$ cat src/rtl/bsg_arb_rr_packet_lock_if.sv
// Beat-channel bundle between els_p requesters and the packet-locking arbiter.
// The master side drives requests, last flags and downstream ready; the slave side is the arbiter.
interface bsg_arb_rr_packet_lock_if #(
    parameter int els_p = 4
);
    localparam int lg_els_lp = (els_p > 1) ? $clog2(els_p) : 1;

    logic [els_p-1:0]     reqs_i;
    logic [els_p-1:0]     last_i;
    logic                 ready_i;
    logic [els_p-1:0]     grants_o;
    logic                 v_o;
    logic [lg_els_lp-1:0] sel_id_o;
    logic                 locked_o;
    logic [lg_els_lp-1:0] owner_o;
    logic                 timeout_o;

    modport master (
        output reqs_i, last_i, ready_i,
        input  grants_o, v_o, sel_id_o, locked_o, owner_o, timeout_o
    );

    modport slave (
        input  reqs_i, last_i, ready_i,
        output grants_o, v_o, sel_id_o, locked_o, owner_o, timeout_o
    );
endinterface

$ cat src/rtl/bsg_arb_rr_packet_lock.sv
// Round-robin arbiter that keeps the grant for a whole multi-beat packet.
// A watchdog frees the channel when the owner stays silent mid-packet for too long.
module bsg_arb_rr_packet_lock #(
    parameter int els_p          = 4,
    parameter int hold_timeout_p = 16
) (
    input  logic                       clk_i,
    input  logic                       reset_n_i,
    bsg_arb_rr_packet_lock_if.slave    link
);
    localparam int lg_els_lp   = (els_p > 1) ? $clog2(els_p) : 1;
    localparam int stall_w_lp  = (hold_timeout_p + 1 > 1) ? $clog2(hold_timeout_p + 1) : 1;
    localparam logic [lg_els_lp-1:0]  last_id_lp   = lg_els_lp'(els_p - 1);
    localparam logic [stall_w_lp-1:0] stall_max_lp = stall_w_lp'(hold_timeout_p - 1);

    typedef enum logic {
        e_idle,
        e_locked
    } state_e;

    state_e                state_r;
    logic [lg_els_lp-1:0]  ptr_r;
    logic [lg_els_lp-1:0]  owner_r;
    logic [stall_w_lp-1:0] stall_r;

    logic [lg_els_lp-1:0]  winner;
    logic [lg_els_lp-1:0]  cand;
    logic                  found;
    logic [lg_els_lp-1:0]  sel;
    logic                  xfer;
    logic                  xfer_last;
    logic                  owner_req;
    logic                  stall_expired;

    // Wrap against els_p-1 rather than relying on overflow, so non-power-of-2 counts work.
    function automatic logic [lg_els_lp-1:0] wrap_inc(input logic [lg_els_lp-1:0] id);
        return (id == last_id_lp) ? '0 : id + lg_els_lp'(1);
    endfunction

    // NOTE: every always_comb output gets a default before any conditional so no latch is inferred.
    always_comb begin
        winner = '0;
        cand   = '0;
        found  = 1'b0;
        for (int i = 0; i < els_p; i++) begin
            cand = lg_els_lp'((int'(ptr_r) + i) % els_p);
            if (!found && link.reqs_i[cand]) begin
                winner = cand;
                found  = 1'b1;
            end
        end
    end

    always_comb begin
        owner_req     = link.reqs_i[owner_r];
        stall_expired = (state_r == e_locked) && !owner_req && (stall_r == stall_max_lp);
        if (state_r == e_idle) begin
            sel  = winner;
            xfer = found && link.ready_i && reset_n_i;
        end else begin
            sel  = owner_r;
            xfer = owner_req && link.ready_i && reset_n_i;
        end
        xfer_last = link.last_i[sel];
    end

    assign link.grants_o  = xfer ? (els_p'(1) << sel) : '0;
    assign link.v_o       = xfer;
    assign link.sel_id_o  = xfer ? sel : '0;
    assign link.locked_o  = (state_r == e_locked);
    assign link.owner_o   = (state_r == e_locked) ? owner_r : '0;
    assign link.timeout_o = reset_n_i && stall_expired;

    // NOTE: state registers use non-blocking assignments so every update sees pre-edge values.
    always_ff @(posedge clk_i) begin
        if (!reset_n_i) begin
            state_r <= e_idle;
            ptr_r   <= '0;
            owner_r <= '0;
            stall_r <= '0;
        end else begin
            case (state_r)
                e_idle: begin
                    if (xfer) begin
                        if (xfer_last) begin
                            ptr_r <= wrap_inc(winner);
                        end else begin
                            state_r <= e_locked;
                            owner_r <= winner;
                            stall_r <= '0;
                        end
                    end
                end
                e_locked: begin
                    if (xfer) begin
                        stall_r <= '0;
                        if (xfer_last) begin
                            state_r <= e_idle;
                            ptr_r   <= wrap_inc(owner_r);
                        end
                    end else if (!owner_req) begin
                        if (stall_r == stall_max_lp) begin
                            state_r <= e_idle;
                            ptr_r   <= wrap_inc(owner_r);
                            stall_r <= '0;
                        end else begin
                            stall_r <= stall_r + stall_w_lp'(1);
                        end
                    end
                    // Owner requesting into a stalled downstream is not an owner stall: count holds.
                end
                default: state_r <= e_idle;
            endcase
        end
    end

`ifndef SYNTHESIS
    always @(posedge clk_i) begin
        if (reset_n_i) begin
            assert ($onehot0(link.grants_o));
            assert ((link.grants_o & ~link.reqs_i) == '0);
            assert (link.ready_i || (link.grants_o == '0));
        end
    end
`endif
endmodule

$ cat src/flat_wrapper.sv
// flat-port wrapper written by rule: the top's interface ports become plain ports
module bsg_arb_rr_packet_lock_flat 
#(
    parameter int els_p          = 4,
    parameter int hold_timeout_p = 16
)
  (clk_i, reset_n_i, link_reqs_i, link_last_i, link_ready_i, link_grants_o, link_v_o, link_sel_id_o, link_locked_o, link_owner_o, link_timeout_o);
  bsg_arb_rr_packet_lock_if #(.els_p(els_p)) link_i ();
  input  logic clk_i;
  input  logic reset_n_i;
  input wire logic [$bits(link_i.reqs_i)-1:0] link_reqs_i;
  input wire logic [$bits(link_i.last_i)-1:0] link_last_i;
  input wire logic [$bits(link_i.ready_i)-1:0] link_ready_i;
  output wire logic [$bits(link_i.grants_o)-1:0] link_grants_o;
  output wire logic [$bits(link_i.v_o)-1:0] link_v_o;
  output wire logic [$bits(link_i.sel_id_o)-1:0] link_sel_id_o;
  output wire logic [$bits(link_i.locked_o)-1:0] link_locked_o;
  output wire logic [$bits(link_i.owner_o)-1:0] link_owner_o;
  output wire logic [$bits(link_i.timeout_o)-1:0] link_timeout_o;
  assign link_i.reqs_i = link_reqs_i;
  assign link_i.last_i = link_last_i;
  assign link_i.ready_i = link_ready_i;
  assign link_grants_o = link_i.grants_o;
  assign link_v_o = link_i.v_o;
  assign link_sel_id_o = link_i.sel_id_o;
  assign link_locked_o = link_i.locked_o;
  assign link_owner_o = link_i.owner_o;
  assign link_timeout_o = link_i.timeout_o;
  bsg_arb_rr_packet_lock #(.els_p(els_p), .hold_timeout_p(hold_timeout_p)) u_core (.clk_i(clk_i), .reset_n_i(reset_n_i), .link(link_i));
endmodule
$ cat config.mk
export PLATFORM = sky130hd
export DESIGN_NAME = bsg_arb_rr_packet_lock_flat
export DESIGN_NICKNAME = d
export VERILOG_FILES = /design/src/rtl/bsg_arb_rr_packet_lock_if.sv /design/src/rtl/bsg_arb_rr_packet_lock.sv /design/src/flat_wrapper.sv
export SDC_FILE = /design/constraint.sdc
export NUM_CORES = 1
export LEC_CHECK = 0
export CORE_MARGIN = 2
export CORE_UTILIZATION = 40
export CTS_BUF_LIST = sky130_fd_sc_hd__clkbuf_8 sky130_fd_sc_hd__clkbuf_16
export DETAILED_ROUTE_END_ITERATION = 8
export MAX_ROUTING_LAYER = met4
export PLACE_DENSITY = 0.66
export SLEW_MARGIN = 20
export SYNTH_ARGS = -nofsm -noshare
export SYNTH_HDL_FRONTEND = slang
export SYNTH_SLANG_ARGS = --single-unit
$ cat constraint.sdc
create_clock -name clk_i -period 5.2 [get_ports clk_i]
set_clock_uncertainty 0.1 [all_clocks]
set_input_delay 0.78 -clock clk_i [delete_from_list [all_inputs] [get_ports clk_i]]
set_output_delay 0.78 -clock clk_i [all_outputs]
set_load 0.02 [all_outputs]
==> flow_metrics.tcl <==
set metrics [dict create \
    yosysMostFrequentCell "nand2_1" \
    drt_pass1_iterations 4 \
    fin_nets 155 \
    grt_usage 0.218 \
    regToRegEndpoint "u_core.stall_r[2]$_SDFFE_PN0P_" \
    chipWidth_um 51.3 \
    tightest_slew_ns 0.642 \
    postCtsHoldBufs 0 \
    p_int_mw 0.194 \
    hold_ws_ns 0.372 \
    min_path_cells 2 \
    grt_pass1_vias 972 \
    cts-root-buf "clkbuf_8" \
    synthTopCellsByCount "13 x nand2_1, 12 x nor2_1, 10 x dfxtp_1" \
    numCtsBuffers 3 \
    grt_pass1_wl_mm 4.20 \
    ys_async_sr_fraction 0 \
    final_core_util 0.551 \
    dieArea_mm2 0.00263 \
    finalSetupViolations 0 \
    hold_end "u_core.stall_r[4]$_SDFFE_PN0P_" \
    hpwl_mm 2.00 \
    post-synth-top-area-cell "dfxtp_1" \
    rsz0062_at_grt "false" \
    pwr-share-clk 0.339 \
    finalHoldViolCount 0 \
    crit_type "in -> out" \
    row_count 17 \
    grt_max_degree 17 \
    drtAntennaViolNets 0 \
    fin_setup_tns_ns 0 \
    powerDensity_mw_per_mm2 241 \
    syn_to_final_growth_pct 33.6 \
    core_area_mm2 0.00217 \
    tritoncts "done" \
    ys_ff_latch 10 \
    yosys-top-cells-area "dfxtp_1 22%, mux2i_1 7.8%, nand2_1 5.5%" \
    final_cells 169 \
    wl_per_cell_um 15.2 \
    p_comb_frac 0.346 \
    io_pins 22 \
    place_ws_ns 1.39 \
    port_buffers 21 \
    synth_cell_type_count 46 \
    ir_drop_mv 0.223 \
    fin_total_pwr_mw 0.289 \
    worstPathArrival_ns 2.95 \
    hold_path_class "reg -> reg" \
    slew_headroom 0.566 \
    fin_ws_ns 1.37 \
    clockBufferDepth 2 \
    postCtsSetupBuffers 0 \
    wirelength_mm 2.57 \
    drc 0 \
    fmax_mhz 261 \
    synth_top_area_share 0.224 \
    final.period_utilization 0.737 \
    status "finished clean" \
    endpoint_kind "output pin" \
    syn_area_um2 895 \
    grt_overflow 0 \
    postLayoutCellArea_mm2 0.00119 \
    clock_sinks 10 \
    grt_antenna_before_repair 0 \
    dr_wl_met3_um 92 \
    critPathLaunchType "input port" \
    cts.clk_slew.worst_paths_ns 0.05 \
    yosysWarnings 0 \
    dr_wl_met2_mm 1.28 \
    cts_resized 0 \
    reg2reg_slack_ns 2.64 \
    leakage_nw 0.466 \
    reg2reg_from "u_core.owner_r[1]$_SDFFE_PN0P_" \
    cap_violations 0 \
    diodes 0 \
    ctsHtreeMaxLevel 1 \
    period_minus_slack_ns 3.83 \
    vias 982 \
    syn_avg_cell_area_um2 7.65 \
    finalMaxSlewViolations 0 \
    rr_worst_depth 5 \
    min-delay-start "u_core.stall_r[4]$_SDFFE_PN0P_" \
    switchingPower_mw 0.0950 \
    worstPathMaxFanout 5 \
    synth_edf_count 0 \
    place.detailed.instances 165 \
    wl_met1_mm 1.11 \
    p_seq_frac 0.315 \
    top_layer_used "met4" \
    die_height_um 51.3 \
    cp_data_required_time_ns 4.32 \
    netSwitchingFraction 0.329 \
    syn_inst 117 \
    drive_above_1_share 0.0780 \
    initial_core_util 0.412 \
    drtIter0Drc 30 \
    dpl_cell_area_mm2 0.00114 \
    place_congestion 0.806 \
    ys.flop_type "dfxtp_1" \
    syn_nets 130 \
    yosysSeqAreaShare 0.224 \
    vias_per_cell 5.81 \
    clk_latency_ns 0.24 \
]
-- worst max-delay path by stage --
stage / start / end / slack, ns / depth (start not counted)
floorplan: link_reqs_i[1] / link_grants_o[0] / 2.31 / 5
global route: link_reqs_i[0] / link_grants_o[2] / 1.23 / 7
finish: link_reqs_i[3] / link_sel_id_o[0] / 1.37 / 7
detailed placement: link_reqs_i[0] / link_timeout_o / 1.39 / 5
global placement: link_reqs_i[0] / link_timeout_o / 1.41 / 5
CTS: link_reqs_i[3] / link_sel_id_o[0] / 1.38 / 7
-- placed cells by master (no fill, tap or decap), types with 3 or more instances in the layout --
cell | netlist | routed
a21oi_1 | 7 | 7
and2_1 | 4 | 4
clkbuf_8 | 0 | 4
clkdlybuf4s50_1 | 0 | 21
dfxtp_1 | 10 | 10
inv_1 | 3 | 3
mux2i_1 | 7 | 7
nand2_1 | 13 | 13
nand2b_1 | 5 | 5
nand3_1 | 4 | 4
nor2_1 | 12 | 12
nor3_1 | 5 | 5
o211ai_1 | 3 | 3
-- layer usage --
layer | GRT usage | vias to the layer above
met5 | - | -
met4 | 0.123 | 0
met3 | 0.0234 | 8
met2 | 0.374 | 26
met1 | 0.247 | 458
li1 | - | 490
-- power by group through the flow --
stage / Combinational [mW] / Sequential [mW] / Clock, mW
final: 0.0997 / 0.0909 / 0.0979
after floorplan: 0.0664 / 0.0885 / 0
after global routing: 0.109 / 0.0915 / 0.102
after CTS: 0.0993 / 0.0905 / 0.0988
after detailed placement: 0.0986 / 0.0921 / 0
after global placement: 0.0973 / 0.0918 / 0
-- worst max-delay path, cell delays in order --
cell and delay [ns]:
clkdlybuf4s50_1 0.55, nand2b_1 0.15, a21boi_0 0.14, nor3_1 0.38, a21o_1 0.22, and2_1 0.13
clkdlybuf4s50_1 0.59
-- flip-flops by register name, summed over array words and instances, names as in the netlist --
| register | count |
|---|---|
| u_core.owner_r | 2 |
| u_core.ptr_r | 2 |
| u_core.stall_r | 5 |
| u_core.link.locked_o | 1 |
-- cells by family after synthesis --
| kind of cell | Yosys count | share of synthesized area |
|---|---|---|
| adders and majority gates | 2 | 0.0280 |
| muxes | 8 | 0.103 |
| and+or+nand+nor | 60 | 0.364 |
| xor gates and xnor gates | 1 | 0.00979 |
| AOI/OAI and AO/OA | 30 | 0.246 |
| buffers and inverters | 6 | 0.0252 |
| DFF | 10 | 0.224 |
-- cell type report --
| class | instances | area, µm² |
|---|---|---|
| clock buffer | 4 | 55.1 |
| fill | 212 | 975 |
| inverter | 4 | 15.0 |
| multi-input combinational | 101 | 672 |
| sequential | 10 | 200 |
| tap | 28 | 35.0 |
| timing repair buffer | 22 | 218 |
Note: power is estimated with default switching activity, not from simulation.
